## src/rtl/ysyx_24080006_pkg.sv

```systemverilog
// ----------------------------------------------------------------------------
// ysyx_24080006_pkg
// Shared constants for the instruction fetch unit:
//   - IFU state encoding (IDLE / REQ / WAIT / HOLD)
//   - default reset PC and default illegal-instruction word
// No ports (package).
// ----------------------------------------------------------------------------
package ysyx_24080006_pkg;

    // IFU state encoding. Plain 2-bit constants so that the state register
    // stays a legacy-compatible logic vector.
    localparam logic [1:0] IFU_S_IDLE = 2'd0;  // waiting for a writeback token
    localparam logic [1:0] IFU_S_REQ  = 2'd1;  // issuing the memory read
    localparam logic [1:0] IFU_S_WAIT = 2'd2;  // waiting for the read response
    localparam logic [1:0] IFU_S_HOLD = 2'd3;  // presenting the word to decode

    localparam logic [31:0] RESET_PC_DEFAULT     = 32'h8000_0000;
    localparam logic [31:0] ILLEGAL_INST_DEFAULT = 32'h0000_0000;

endpackage : ysyx_24080006_pkg

```

## src/rtl/ysyx_24080006_ifu_if.sv

```systemverilog
// ----------------------------------------------------------------------------
// ysyx_24080006_ifu_if
// Bundles the three handshakes around the IFU:
//   wbu_*  : writeback token in (valid/ready) with the redirect information
//   mem_*  : instruction memory read port (single outstanding request)
//   idu_*  : fetched-instruction handoff to decode (valid/ready)
// Modports:
//   master : the IFU side
//   slave  : the environment (WBU, instruction memory, IDU)
// ----------------------------------------------------------------------------
interface ysyx_24080006_ifu_if;

    // Writeback token
    logic        wbu_valid;
    logic        wbu_ready;
    logic [31:0] wbu_dnpc;
    logic        wbu_jump;
    logic        wbu_branch;

    // Instruction memory read port
    logic        mem_req;
    logic [31:0] mem_addr;
    logic        mem_rvalid;
    logic [31:0] mem_rdata;
    logic        mem_err;

    // Decode handoff
    logic        idu_valid;
    logic        idu_ready;
    logic [31:0] idu_inst;
    logic [31:0] idu_pc;
    logic        idu_err;

    modport master (
        input  wbu_valid, wbu_dnpc, wbu_jump, wbu_branch,
        output wbu_ready,
        output mem_req, mem_addr,
        input  mem_rvalid, mem_rdata, mem_err,
        output idu_valid, idu_inst, idu_pc, idu_err,
        input  idu_ready
    );

    modport slave (
        output wbu_valid, wbu_dnpc, wbu_jump, wbu_branch,
        input  wbu_ready,
        input  mem_req, mem_addr,
        output mem_rvalid, mem_rdata, mem_err,
        input  idu_valid, idu_inst, idu_pc, idu_err,
        output idu_ready
    );

endinterface : ysyx_24080006_ifu_if

```

## src/rtl/ysyx_24080006_ifu.sv

```systemverilog
// ----------------------------------------------------------------------------
// ysyx_24080006_ifu
// Instruction fetch unit. Accepts one writeback token, computes the next PC,
// reads one instruction word from memory and hands it to decode, then waits
// for the next token. Exactly one fetch is in flight at any time.
// Ports:
//   clock    : system clock, rising edge
//   reset    : synchronous, active-high
//   bus      : ysyx_24080006_ifu_if.master (wbu_*, mem_*, idu_* handshakes)
//   inst_cnt : number of instructions accepted by decode (wraps at 2^32)
// Parameters:
//   RESET_PC     : address of the first fetch after reset
//   ILLEGAL_INST : word presented to decode when the fetch fails
// ----------------------------------------------------------------------------
module ysyx_24080006_ifu
    import ysyx_24080006_pkg::*;
#(
    parameter logic [31:0] RESET_PC     = RESET_PC_DEFAULT,
    parameter logic [31:0] ILLEGAL_INST = ILLEGAL_INST_DEFAULT
) (
    input  logic                       clock,
    input  logic                       reset,
    ysyx_24080006_ifu_if.master        bus,
    output logic [31:0]                inst_cnt
);

    logic [1:0]  state_q, state_d;
    logic [31:0] pc_q,    pc_d;
    logic        first_q, first_d;   // no token accepted since reset yet
    logic [31:0] inst_q,  inst_d;
    logic        err_q,   err_d;
    logic [31:0] cnt_q,   cnt_d;

    logic pc_misaligned;
    assign pc_misaligned = (pc_q[1:0] != 2'b00);

    // ------------------------------------------------------------------------
    // Next-state logic, including the inline next-pc mux
    // ------------------------------------------------------------------------
    always_comb begin
        // NOTE: every variable gets a default first so no path leaves it
        // unassigned; otherwise synthesis infers a latch.
        state_d = state_q;
        pc_d    = pc_q;
        first_d = first_q;
        inst_d  = inst_q;
        err_d   = err_q;
        cnt_d   = cnt_q;

        case (state_q)
            IFU_S_IDLE: begin
                if (bus.wbu_valid) begin
                    state_d = IFU_S_REQ;
                    first_d = 1'b0;
                    // The token after reset only starts the machine; the
                    // reset PC itself is the first address fetched.
                    if (first_q) begin
                        pc_d = pc_q;
                    end else if (bus.wbu_jump || bus.wbu_branch) begin
                        pc_d = bus.wbu_dnpc;
                    end else begin
                        pc_d = pc_q + 32'd4;
                    end
                end
            end

            IFU_S_REQ: begin
                // A misaligned PC never reaches memory; it is reported to
                // decode as a faulting fetch instead.
                if (pc_misaligned) begin
                    state_d = IFU_S_HOLD;
                    inst_d  = ILLEGAL_INST;
                    err_d   = 1'b1;
                end else begin
                    state_d = IFU_S_WAIT;
                end
            end

            IFU_S_WAIT: begin
                // The response is only looked at here, so a stray or late
                // rvalid in any other state has no effect.
                if (bus.mem_rvalid) begin
                    state_d = IFU_S_HOLD;
                    inst_d  = bus.mem_err ? ILLEGAL_INST : bus.mem_rdata;
                    err_d   = bus.mem_err;
                end
            end

            IFU_S_HOLD: begin
                if (bus.idu_ready) begin
                    state_d = IFU_S_IDLE;
                    cnt_d   = cnt_q + 32'd1;
                end
            end

            default: begin
                state_d = IFU_S_IDLE;
            end
        endcase
    end

    // ------------------------------------------------------------------------
    // State registers
    // ------------------------------------------------------------------------
    always_ff @(posedge clock) begin
        // NOTE: sequential state uses non-blocking assignments so every
        // register samples the pre-edge values, independent of statement order.
        if (reset) begin
            state_q <= IFU_S_IDLE;
            pc_q    <= RESET_PC;
            first_q <= 1'b1;
            inst_q  <= 32'h0000_0000;
            err_q   <= 1'b0;
            cnt_q   <= 32'h0000_0000;
        end else begin
            state_q <= state_d;
            pc_q    <= pc_d;
            first_q <= first_d;
            inst_q  <= inst_d;
            err_q   <= err_d;
            cnt_q   <= cnt_d;
        end
    end

    // ------------------------------------------------------------------------
    // Outputs: handshake strobes are decoded from registers only
    // ------------------------------------------------------------------------
    assign bus.wbu_ready = (state_q == IFU_S_IDLE);
    assign bus.mem_req   = (state_q == IFU_S_REQ) && !pc_misaligned;
    assign bus.mem_addr  = pc_q;
    assign bus.idu_valid = (state_q == IFU_S_HOLD);
    assign bus.idu_inst  = inst_q;
    assign bus.idu_pc    = pc_q;
    assign bus.idu_err   = err_q;
    assign inst_cnt      = cnt_q;

endmodule : ysyx_24080006_ifu

```

## src/flat_wrapper.sv

```systemverilog
// flat-port wrapper written by rule: the top's interface ports become plain ports
module ysyx_24080006_ifu_flat import ysyx_24080006_pkg::*;
#(
    parameter logic [31:0] RESET_PC     = RESET_PC_DEFAULT,
    parameter logic [31:0] ILLEGAL_INST = ILLEGAL_INST_DEFAULT
)
  (clock, reset, inst_cnt, bus_wbu_valid, bus_wbu_dnpc, bus_wbu_jump, bus_wbu_branch, bus_wbu_ready, bus_mem_req, bus_mem_addr, bus_mem_rvalid, bus_mem_rdata, bus_mem_err, bus_idu_valid, bus_idu_inst, bus_idu_pc, bus_idu_err, bus_idu_ready);
  ysyx_24080006_ifu_if bus_i ();
  input  logic clock;
  input  logic reset;
  output logic [31:0] inst_cnt;
  input wire logic [$bits(bus_i.wbu_valid)-1:0] bus_wbu_valid;
  input wire logic [$bits(bus_i.wbu_dnpc)-1:0] bus_wbu_dnpc;
  input wire logic [$bits(bus_i.wbu_jump)-1:0] bus_wbu_jump;
  input wire logic [$bits(bus_i.wbu_branch)-1:0] bus_wbu_branch;
  output wire logic [$bits(bus_i.wbu_ready)-1:0] bus_wbu_ready;
  output wire logic [$bits(bus_i.mem_req)-1:0] bus_mem_req;
  output wire logic [$bits(bus_i.mem_addr)-1:0] bus_mem_addr;
  input wire logic [$bits(bus_i.mem_rvalid)-1:0] bus_mem_rvalid;
  input wire logic [$bits(bus_i.mem_rdata)-1:0] bus_mem_rdata;
  input wire logic [$bits(bus_i.mem_err)-1:0] bus_mem_err;
  output wire logic [$bits(bus_i.idu_valid)-1:0] bus_idu_valid;
  output wire logic [$bits(bus_i.idu_inst)-1:0] bus_idu_inst;
  output wire logic [$bits(bus_i.idu_pc)-1:0] bus_idu_pc;
  output wire logic [$bits(bus_i.idu_err)-1:0] bus_idu_err;
  input wire logic [$bits(bus_i.idu_ready)-1:0] bus_idu_ready;
  assign bus_i.wbu_valid = bus_wbu_valid;
  assign bus_i.wbu_dnpc = bus_wbu_dnpc;
  assign bus_i.wbu_jump = bus_wbu_jump;
  assign bus_i.wbu_branch = bus_wbu_branch;
  assign bus_wbu_ready = bus_i.wbu_ready;
  assign bus_mem_req = bus_i.mem_req;
  assign bus_mem_addr = bus_i.mem_addr;
  assign bus_i.mem_rvalid = bus_mem_rvalid;
  assign bus_i.mem_rdata = bus_mem_rdata;
  assign bus_i.mem_err = bus_mem_err;
  assign bus_idu_valid = bus_i.idu_valid;
  assign bus_idu_inst = bus_i.idu_inst;
  assign bus_idu_pc = bus_i.idu_pc;
  assign bus_idu_err = bus_i.idu_err;
  assign bus_i.idu_ready = bus_idu_ready;
  ysyx_24080006_ifu #(.RESET_PC(RESET_PC), .ILLEGAL_INST(ILLEGAL_INST)) u_core (.clock(clock), .reset(reset), .bus(bus_i), .inst_cnt(inst_cnt));
endmodule
```

## config.mk

```make
export PLATFORM = sky130hd
export DESIGN_NAME = ysyx_24080006_ifu_flat
export DESIGN_NICKNAME = d
export VERILOG_FILES = /design/src/rtl/ysyx_24080006_pkg.sv /design/src/rtl/ysyx_24080006_ifu_if.sv /design/src/rtl/ysyx_24080006_ifu.sv /design/src/flat_wrapper.sv
export SDC_FILE = /design/constraint.sdc
export NUM_CORES = 1
export LEC_CHECK = 0
export BUFFER_PORTS_ARGS = -buffer_cell sky130_fd_sc_hd__buf_2
export CAP_MARGIN = 20
export CORE_MARGIN = 2
export CORE_UTILIZATION = 49
export CTS_CLUSTER_SIZE = 14
export DETAILED_ROUTE_END_ITERATION = 10
export PLACE_DENSITY = 0.84
export SYNTH_ARGS = -nofsm -noshare
export SYNTH_HDL_FRONTEND = slang
export SYNTH_SLANG_ARGS = --single-unit
```

## constraint.sdc

```tcl
create_clock -name clock -period 3 [get_ports clock]
set_clock_uncertainty 0.05 [all_clocks]
set_input_delay 0.15 -clock clock [delete_from_list [all_inputs] [get_ports clock]]
set_output_delay 0.15 -clock clock [all_outputs]
set_load 0.02 [all_outputs]
```

Word level (Yosys, flattened, before mapping)
Cells that the tools add are included.
{"block": "word_totals", "in_bits": 72, "ram_bits": 0, "out_inout_bits": 132, "n_memories": 0, "mem_bits_ro": 0, "elab_cells": 40, "latchBits": 0, "reg_bits": 100}
{"block": "op_classes", "n_reduce_logical": 11, "addsub": 2, "n_eq_ne": 7, "div_mod_pow": 0, "magnitude_cmp": 0, "n_mux": 13, "bitwise": 1, "multipliers": 0, "shift": 0}
{"cell": "2-to-1 mux 32 bit", "count": 4}
{"cell": "one-hot mux 32 bit (2 select lines)", "count": 1}
{"cell": "adder 32 x 1 -> 32 bit (second input constant)", "count": 1}
{"cell": "adder 32 x 3 -> 32 bit (second input constant)", "count": 1}
{"cell": "AND reduction 3 bit", "count": 3}
{"cell": "one-hot mux 2 bit (4 select lines)", "count": 1}
{"cell": "2-to-1 mux 2 bit", "count": 3}
{"cell": "equality test 2 bit (second input constant)", "count": 2}
{"cell": "!= test 2 x 1 -> 1 bit (second input constant)", "count": 2}
{"cell": "!= test 2 bit (second input constant)", "count": 2}
{"cell": "AND reduction 2 bit", "count": 2}
{"cell": "nonzero test 2 bit", "count": 2}
{"cell": "2-to-1 mux 1 bit", "count": 3}
{"cell": "equality test 2 x 1 -> 1 bit (second input constant)", "count": 1}
{"cell": "zero test 2 bit", "count": 1}
{"cell": "one-hot mux 1 bit (2 select lines)", "count": 1}
{"cell": "logical AND 1 bit", "count": 1}
{"cell": "zero test 1 bit", "count": 1}
{"cell": "logical OR 1 bit", "count": 1}
{"cell": "NOT 1 bit", "count": 1}

Longest topological paths before layout
Gate-level depths: netlist (run 1).
{"block": "depth", "ltp_word": 3, "mapped_depth": 8, "mapped_depth_nobuf": 7}

Least setup slack after synthesis (run 1)
No wires, ideal clock.
{"block": "synth_timing", "kind": "register to register", "startpoint": "register u_core.pc_q[9] (netlist: u_core.bus.idu_pc[9])", "endpoint": "register u_core.pc_q[29] (netlist: u_core.bus.idu_pc[29])", "synth_period_minus_slack_ns": 2.339, "required_time_ns": 2.876, "n_path_buf": 2, "stages_incl_launch_ff": 8, "slack_ns": 0.661, "setup_ns": 0.074, "t_arrival_ns": 2.215, "path_cell_list": "dfxtp_1 -> buf_4 -> and4_1 -> buf_6 -> nand4_4 -> or4_4 -> or4_1 -> a31oi_1"}
{"block": "synth_via", "elab_chain_cells": 2}
{"item": "start, declared", "line_no": "ysyx_24080006_ifu.sv:28", "rtl": "logic [31:0] pc_q, pc_d;"}
{"item": "start signal, assigned", "line_no": "ysyx_24080006_ifu.sv:117", "rtl": "pc_q <= pc_d;"}
{"item": "adder 32 x 3 -> 32 bit", "line_no": "ysyx_24080006_ifu.sv:62", "rtl": "pc_d = pc_q + 32'd4;"}
{"item": "2-to-1 mux 32 bit", "line_no": "ysyx_24080006_ifu.sv:59", "rtl": "end else if (bus.wbu_jump || bus.wbu_branch) begin"}
Every way passes these cells.
A chain may end at the register's enable or synchronous reset.

Worst setup path after layout (run 1)
Ends and elaborated chain as after synthesis.

==> flow_metrics.tcl, run 1 <==
set metrics [dict create \
    postCtsHoldBufs 33 \
    tritoncts "yes" \
    cts_buffer_depth 2 \
    die_x_um 106 \
    slew_violations 0 \
    vias 5473 \
    cts_sinks 100 \
    portBuffers 203 \
    drc 0 \
    grt.total_usage_pct 27.3 \
    fp.dieArea_um2 11200 \
    layout-drive-gt1-share_pct 30.3 \
    core_um2 10200 \
    critPathLaunchType "flop" \
    ys.warnings.count 0 \
    post-place-ws_ns 0.588 \
    leakage_nw 2.88 \
    yosysUniqueCellTypes 61 \
    grt.overflow.total 0 \
    fp.dieH_um 106 \
    hold_violations 0 \
    clkSlewWorstSetupHoldPaths_ns 0.10 \
    power_report.internal_total_mw 2.14 \
    start_util_pct 49.9 \
    power.share.sequential_pct 46.0 \
    wl_per_cell_um 16.2 \
    postCtsSetupBuffers 0 \
    drt-initial-drc-count 341 \
    startpoint "u_core.bus.idu_pc[9]$_SDFFE_PP0P_" \
    synthTopCellsByArea "dfxtp_1 (39%), nor2_1 (7.2%), a22oi_1 (5.6%)" \
    clk_latency_ns 0.37 \
    p_per_area_nw_per_um2 506 \
    relSlewSlack_pct 32.7 \
    fin_setup_tns_ns 0 \
    hold_path_class "input port to flop" \
    synth_top_area_share_pct 39.4 \
    syn_area_um2 5080 \
    crit_type "flop to flop" \
    fill_cells 863 \
    fmax_mhz 398 \
    design_area_um2 6500 \
    synth_nets 704 \
    synth_top_area_cell "dfxtp_1" \
    crit_path_top_delay_cell "or4_4" \
    cts_resized 0 \
    total_power_mw 3.29 \
    numCtsBuffers 9 \
    antenna_found_initial 0 \
    comb_power_share_pct 27.5 \
    nNetsFinal 893 \
    hp-start "bus_mem_rdata[14]" \
    grt_pass1_wl_um 24800 \
    ant_nets 0 \
    dpl_cell_area_um2 5970 \
    crit_arrival_ns 2.74 \
    grt_max_degree 96 \
    first_pass_iters 5 \
    synthArstFlopShare_pct 0 \
    insertedDiodeCount 0 \
    wl_um 15400 \
    post-dp-hpwl_um 10500 \
    gp_congestion 0.927 \
    grt_pass1_vias 5189 \
    r2r_setup_slack_ns 0.49 \
    syn_to_final_growth_pct 28.0 \
    crit_chain "and4_1 -> nand4_4 -> or4_4 -> or4_1 -> a31oi_1" \
    period_share_pct 83.8 \
    r2r_start "u_core.bus.idu_pc[9]$_SDFFE_PP0P_" \
    period_needed_ns 2.51 \
    synthFlopType "dfxtp_1" \
    slowest_delay_ns 0.61 \
    avgSynthCellArea_um2 8.13 \
    maxCapViolations 0 \
    switching_share_pct 35.0 \
    clkPwrFrac_pct 26.6 \
    fin_ws_ns 0.487 \
    ys_seq_area_share_pct 39.4 \
    tightest_slew_ns 1.01 \
    cp.required_ns 3.22 \
    io_pins 204 \
    p_sw_mw 1.15 \
    ir_worst_vdd_mv 0.499 \
    rsz0062_at_grt "false" \
    ys_ff_latch 100 \
    h-tree-depth 3 \
    syn-instance-count 625 \
    setup_violations 0 \
    rows 37 \
    cts-root-buf "clkbuf_8" \
    routed_via_density 5.73 \
    synth-edff-count 0 \
    status "finished clean" \
    cp-end-kind "flop" \
    worst-path-max-fanout 10 \
]
-- layout by cell type, fill, tap and decap left out, drive strengths merged, types with 3 or more instances in the layout --
master,instances
a22o,3
and2,6
buf,217
and3,11
o31ai,5
ha,7
nand4,25
nor4,5
nor3,14
o21a,4
mux2i,4
or4,6
clkbuf,11
xor2,23
nand3b,4
inv,10
and4,8
or3,7
dfxtp,100
a31oi,13
xnor2,6
nand2,54
mux2,3
o21ai,15
a21oi,23
a22oi,38
dlygate4sd3,33
nor2,97
nand3,29
-- final cells by class --
class | instances | area (um2) | share of cell area [%]
multi-input combinational | 444 | 2650 | 40.7
sequential | 100 | 2000 | 30.8
timing repair buffer | 250 | 1450 | 22.3
tap | 136 | 170 | 2.62
clock buffer | 11 | 141 | 2.17
clock inverter | 5 | 58.8 | 0.904
inverter | 9 | 33.8 | 0.519
-- registers in the layout, summed over array words and instances (netlist names) --
register / cells
u_core.first_q: 1
u_core.bus.idu_pc: 32
u_core.state_q: 2
u_core.inst_cnt: 32
u_core.bus.idu_err: 1
u_core.bus.idu_inst: 32
-- Yosys cell counts, types with 3 or more instances --
library cell	count
buf_4	34
mux2_2	3
a31oi_1	13
nor4_1	4
o31ai_1	5
ha_1	7
a22o_1	3
nand3b_1	4
a22oi_1	38
nor2_1	97
xor2_1	23
and2_1	5
mux2i_1	4
a21oi_1	23
o21a_1	4
xnor2_1	6
nand3_1	29
clkbuf_1	37
and3_1	11
nand4_1	24
or4_1	3
o21ai_0	15
or3_1	7
nor3_1	14
dfxtp_1	100
inv_1	9
nand2_1	54
and4_1	7
-- stage by stage --
| step | util [%] | hold WS [ns] | instances |
|---|---|---|---|
| global route | 63.9 | 0.00806 | 955 |
| CTS | 63.9 | 0.00336 | 955 |
| detailed placement | 58.6 | 0.343 | 906 |
| floorplan | - | 0.236 | 625 |
| global placement | 58.6 | 0.333 | 906 |
| finish | 63.9 | 0.0136 | 955 |
-- kinds of logic (layout without fill, tap and decap cells) --
logic type	count (synthesis)	after routing	share of synthesized area, %
flip-flops	100	100	39.4
buffers and inverters	81	275	8.64
XOR/XNOR	29	29	5.00
multiplexers	7	7	1.45
AND/OR/NAND/NOR	278	278	27.3
adder cells (fa/ha/maj)	7	7	1.72
AO/OA/AOI/OAI	123	123	16.5
-- critical path: cells and delay by family (launching register included) --
kind,cells,cell delay [ns]
and+or+nand+nor,4,1.67
DFF,1,0.52
AOI/OAI and AO/OA,1,0.18
-- layer usage --
layer / wire length [um] / part of all wire [%] / GRT usage [%]
met5: 0 / 0 / 0
met4: 382 / 2.5 / 11.0
met3: 1310 / 8.5 / 4.39
met2: 7640 / 50 / 47.4
met1: 6110 / 40 / 33.5
-- path summary, 6_finish.rpt --
check,end,cells past startpoint
hold reg to reg,u_core.first_q$_SDFFE_PP1P_,2
setup / recovery,u_core.bus.idu_pc[29]$_SDFFE_PP0P_,5
hold / removal,u_core.bus.idu_inst[14]$_SDFFE_PP0P_,3
setup reg to reg,u_core.bus.idu_pc[29]$_SDFFE_PP0P_,5
-- power groups by stage --
stage | logic (mW) | registers, mW | clock network (mW)
after floorplan | 0.563 | 1.59 | 0
after global placement | 0.834 | 1.53 | 0
after detailed placement | 0.859 | 1.54 | 0
after CTS | 0.894 | 1.51 | 0.899
after global routing | 0.989 | 1.52 | 0.949
final | 0.904 | 1.51 | 0.874
(Power assumes the default switching activity.)
==> inputs of run 2 (changes only) <==
- CORE_UTILIZATION: 49 -> 44
- PLACE_DENSITY: 0.84 -> 0.8
- clock period: 3 -> 2.17 ns (I/O delays scaled with it)
==> run 2 against run 1 <==
  * Routed wire length fell by 1.4%
  * Die area rose by 11%
  * Core utilization fell by 2.9 points
  * Highest routed layer unchanged
  * Via count rose by 0.49%
  * Cell area rose by 6.0%
  * Sequential share of layout area fell by 1.5 points
  * Critical endpoint unchanged
  * Worst setup slack got worse by 0.36 ns
==> flow_metrics.tcl, run 2 (synthesized netlist as in run 1, its figures left out) <==
set metrics [dict create \
    status "finished clean" \
    cp-endpoint "u_core.bus.idu_pc[29]$_SDFFE_PP0P_" \
    ir_worst_vdd_mv 0.397 \
    numCtsBuffers 9 \
    post-place-ws_ns 0.150 \
    first_pass_iters 5 \
    setup_violations 0 \
    postLayoutCoreUtil_pct 60.9 \
    hold_path_class "input port to flop" \
    wl_um 15200 \
    die_x_um 111 \
    cp.required_ns 2.38 \
    ant_nets 0 \
    dpl_cell_area_um2 6200 \
    place_inst 932 \
    gp_congestion 0.925 \
    cp_top_family "simple AND/OR/NAND/NOR gates" \
    drt-initial-drc-count 486 \
    p_per_area_nw_per_um2 742 \
    maxCapViolations 0 \
    reg2reg_to "u_core.bus.idu_pc[29]$_SDFFE_PP0P_" \
    syn_to_final_growth_pct 35.7 \
    rsz0062_at_grt "false" \
    rr_worst_depth 5 \
    grt.total_usage_pct 23.8 \
    io_pins 204 \
    fin_ws_ns 0.123 \
    tightest_slew_ns 0.472 \
    routed_via_density 5.57 \
    hold_violations 0 \
    startpoint "u_core.bus.idu_pc[18]$_SDFFE_PP0P_" \
    layout.cells.non_filler 987 \
    crit_path_top_delay_cell "or4_4" \
    grt_max_degree 93 \
    antenna_found_initial 0 \
    fmax_mhz 488 \
    cts_sinks 100 \
    grt_pass1_vias 5113 \
    period_needed_ns 2.05 \
    leakage_nw 3.09 \
    hold_ws_ns 0.0154 \
    wl_per_cell_um 15.4 \
    design_area_um2 6900 \
    r2r_setup_slack_ns 0.12 \
    grt.overflow.total 0 \
    layout-drive-gt1-share_pct 33.3 \
    crit_arrival_ns 2.26 \
    fill_cells 983 \
    h-tree-depth 3 \
    fin_setup_tns_ns 0 \
    core_um2 11300 \
    clk_latency_ns 0.34 \
    drc 0 \
    grt_pass1_wl_um 24900 \
    insertedDiodeCount 0 \
    portBuffers 203 \
    relSlewSlack_pct 68.2 \
    r2r_start "u_core.bus.idu_pc[18]$_SDFFE_PP0P_" \
    post-dp-hpwl_um 10200 \
    start_util_pct 44.9 \
    worst-path-buf-inv 0 \
    final_cell_mix "buf_2 (203), nor2_1 (96), dfxtp_1 (89), nand2_1 (54)" \
    slew_violations 0 \
    total_power_mw 5.12 \
    period_share_pct 94.4 \
    regArea_um2 2020 \
    clkSlewWorstSetupHoldPaths_ns 0.07 \
    final_common_cell "buf_2" \
    worst-path-max-fanout 5 \
    worstHoldPathCells 3 \
    worstSetupPathDepth 5 \
    rows 39 \
    vias 5500 \
    multi_input_area_um2 2660 \
    slowest_delay_ns 0.57 \
    crit_chain "and4_1 -> nand3_1 -> or4_4 -> or4_1 -> a31oi_1" \
    cts_buffer_depth 2 \
    critPathLaunchType "flop" \
    nNetsFinal 918 \
    crit_type "flop to flop" \
    fp.dieArea_um2 12400 \
    cts-root-buf "clkbuf_16" \
    cp-end-kind "flop" \
    fp.dieH_um 111 \
    tritoncts "yes" \
]
run 2: final cells by class:
class	instances	area share (%)
well taps	143	2.59
inverters	9	0.490
clock buffers	10	3.47
repair buffers	275	24.7
multi-input cells	444	38.5
flip-flops and latches	100	29.3
clock inverters	6	1.02
run 2: tightest hold or removal path: cells and delay by family:
kind,cells,cell delay (ns)
buffers and inverters,1,0.11
AO/OA/AOI/OAI,1,0.08
AND/OR/NAND/NOR,1,0.06
run 2: worst min path at each step:
stage / to / from / slack [ns]
2_1_floorplan: u_core.bus.idu_pc[0]$_SDFFE_PP0P_ / bus_wbu_dnpc[0] / 0.19
3_3_place_gp: u_core.bus.idu_inst[28]$_SDFFE_PP0P_ / bus_mem_rdata[28] / 0.29
5_1_grt: u_core.bus.idu_pc[3]$_SDFFE_PP0P_ / bus_wbu_dnpc[3] / 0.02
4_1_cts: u_core.bus.idu_pc[20]$_SDFFE_PP0P_ / bus_wbu_dnpc[20] / 0.003
6_report: u_core.bus.idu_pc[3]$_SDFFE_PP0P_ / bus_wbu_dnpc[3] / 0.02
3_5_place_dp: u_core.bus.idu_inst[14]$_SDFFE_PP0P_ / bus_mem_rdata[14] / 0.30
run 2: timing repair:
item | in CTS | in global routing
hold buffers | 38 | 0
buffers inserted | 0 | 1
resized for setup | 0 | 0
endpoints found under the setup margin | 0 | 2
endpoints found under the hold margin | 39 | 0
run 2: metal layers:
| metal | GRT usage, % | share of wire [%] | wire length [um] | up-vias |
|---|---|---|---|---|
| met5 | 0 | 0 | 0 | - |
| met4 | 7.90 | 2.1 | 322 | 0 |
| met3 | 5.50 | 9.6 | 1450 | 30 |
| met2 | 38.9 | 46 | 6970 | 311 |
| met1 | 31.2 | 43 | 6470 | 2517 |
| li1 | - | - | - | 2642 |
run 2: power breakdown:
group,total (mW),internal [mW],switching [mW]
logic,1.41,0.555,0.856
clock network,1.65,0.939,0.708
registers,2.06,1.95,0.114
==> inputs of run 3 (changes only) <==
- ABC_AREA: not set -> 1
- CORE_UTILIZATION: 44 -> 46
- HOLD_SLACK_MARGIN: not set -> 0.12
- PLACE_DENSITY: 0.8 -> 0.81
==> run 3 against run 2 <==
  * Flip-flop and latch count is the same
  * Non-clock buffer count is 2 higher
  * Sequential share of layout area down 3.2 points
  * Cell area grew 11%
  * Power rose by 0.16%
  * Clock-buffer cell count unchanged
  * Synthesized cell count up 43%
  * Hold slack gained 0.10 ns
  * Worst setup slack improved by 0.11 ns
  * Critical path type unchanged
  * Critical endpoint is now u_core.bus.idu_pc[10]$_SDFFE_PP0P_
==> flow_metrics.tcl, run 3 <==
set metrics [dict create \
    portBuffers 203 \
    period_needed_ns 1.94 \
    syn_area_um2 5770 \
    cts_buffer_depth 2 \
    post-dp-hpwl_um 12200 \
    synth_nets 975 \
    routed_via_density 5.05 \
    cts_sinks 100 \
    slew_violations 0 \
    layout-drive-gt1-share_pct 23.7 \
    cp.required_ns 2.43 \
    hold_violations 0 \
    drt-initial-drc-count 408 \
    core_um2 12100 \
    avgSynthCellArea_um2 6.44 \
    fin_setup_tns_ns 0 \
    crit_arrival_ns 2.20 \
    clkSlewWorstSetupHoldPaths_ns 0.08 \
    tightest_slew_ns 0.802 \
    post-place-ws_ns 0.274 \
    gp_congestion 0.930 \
    clk_latency_ns 0.36 \
    synth_common_cells "nand2_1 (246), nor2_1 (159), dfxtp_1 (100)" \
    layout.cells.non_filler 1299 \
    status "finished clean" \
    cp-end-kind "flop" \
    first_pass_iters 5 \
    nNetsFinal 1205 \
    fp.dieArea_um2 13500 \
    worst-path-max-fanout 6 \
    synthArstFlopShare_pct 0 \
    tritoncts "yes" \
    fmax_mhz 516 \
    critPathLaunchType "flop" \
    start_util_pct 47.6 \
    maxCapViolations 0 \
    yosysMostFrequentCell "nand2_1" \
    synthTopCellsByArea "dfxtp_1 (35%), nand2_1 (16%), nor2_1 (10%)" \
    grt_pass1_wl_um 28700 \
    rsz0062_at_grt "false" \
    ys_ff_latch 100 \
    final_cell_mix "nand2_1 (246), buf_2 (203), nor2_1 (159), dfxtp_1 (100), inv_1 (80)" \
    synth_top_area_share_pct 34.7 \
    ys_seq_area_share_pct 34.7 \
    vias 6562 \
    syn-instance-count 896 \
    p_per_area_nw_per_um2 667 \
    setup_violations 0 \
    hold_path_class "input port to flop" \
    cts_resized 0 \
    period_share_pct 89.3 \
    rows 40 \
    io_pins 204 \
    fin_ws_ns 0.233 \
    final_common_cell "nand2_1" \
    synth-edff-count 0 \
    grt.total_usage_pct 26.7 \
    fp.dieH_um 116 \
    ir_worst_vdd_mv 0.556 \
    antenna_found_initial 0 \
    crit_type "flop to flop" \
    h-tree-depth 3 \
    leakage_nw 3.31 \
    synth_top_area_cell "dfxtp_1" \
    wl_um 17900 \
    ys.warnings.count 0 \
    ant_nets 0 \
    numCtsBuffers 9 \
    cts-root-buf "clkbuf_16" \
    wl_per_cell_um 13.8 \
    syn_to_final_growth_pct 33.2 \
    relSlewSlack_pct 46.5 \
    grt_pass1_vias 6160 \
    grt_max_degree 74 \
    postLayoutCoreUtil_pct 63.5 \
    grt.overflow.total 0 \
    die_x_um 116 \
    yosysUniqueCellTypes 39 \
    drc 0 \
    insertedDiodeCount 0 \
    synthFlopType "dfxtp_1" \
    place_inst 1219 \
]
==> run 3: repair_timing <==
item,4_1_cts,5_1_grt
hold endpoints to repair,64,0
hold buffers,64,0
buffers inserted,0,0
==> run 3: layout make-up <==
class	instances	area, um2
clock buffers	10	239
repair buffers	277	1760
inverters	85	319
multi-input cells	653	3090
well taps	168	210
clock inverters	6	70.1
flip-flops and latches	100	2000
fillers	1118	4420
==> run 3: logic make-up (layout without fill, tap and decap cells) <==
group                    count (synthesis)  count (layout)  share of synthesized area [%]
AO/OA/AOI/OAI                          121             121                           12.4
XOR/XNOR                                 3               3                          0.456
adder cells (fa/ha/maj)                  7               7                           1.52
buffers and inverters                  143             378                           11.7
flip-flops                             100             100                           34.7
AND/OR/NAND/NOR                        522             522                           39.2
==> run 3: metal layers <==
layer	track usage, %	wire (um)
met1	30.8	7220
met2	48.1	8750
met3	4.92	1320
met4	12.3	588
met5	0	0
==> run 3: critical path, cell delays in order (launching register included) <==
cell,delay (ns)
dfxtp_1,0.42
ha_1,0.25
nand2_1,0.09
nor2_1,0.29
nand2_1,0.22
xnor2_1,0.18
nor2_1,0.06
o21ai_0,0.18
nand2_1,0.08
inv_1,0.06
==> run 3: through the flow <==
stage	cell area, um2	power (mW)	hold WS [ns]
floorplan	5770	3.05	0.201
global placement	6740	3.39	0.289
detailed placement	6740	3.41	0.303
CTS	7690	5.15	0.137
global route	7690	5.38	0.167
finish	7690	5.13	0.119
==> run 3: path summary, 6_finish.rpt <==
check                                  endpoint                         startpoint  slack [ns]  cells past startpoint
max          u_core.bus.idu_pc[10]$_SDFFE_PP0P_  u_core.bus.idu_pc[3]$_SDFFE_PP0P_        0.23                      9
min                 u_core.first_q$_SDFFE_PP1P_                              reset        0.12                      3
max reg2reg  u_core.bus.idu_pc[10]$_SDFFE_PP0P_  u_core.bus.idu_pc[3]$_SDFFE_PP0P_        0.23                      9
min reg2reg     u_core.bus.idu_err$_SDFFE_PP0P_    u_core.bus.idu_err$_SDFFE_PP0P_        0.41                      2
==> run 3: where the power goes <==
part           internal [mW]  switching (mW)
Combinational          0.492           0.905
Clock                  0.846           0.802
Sequential              1.95           0.130
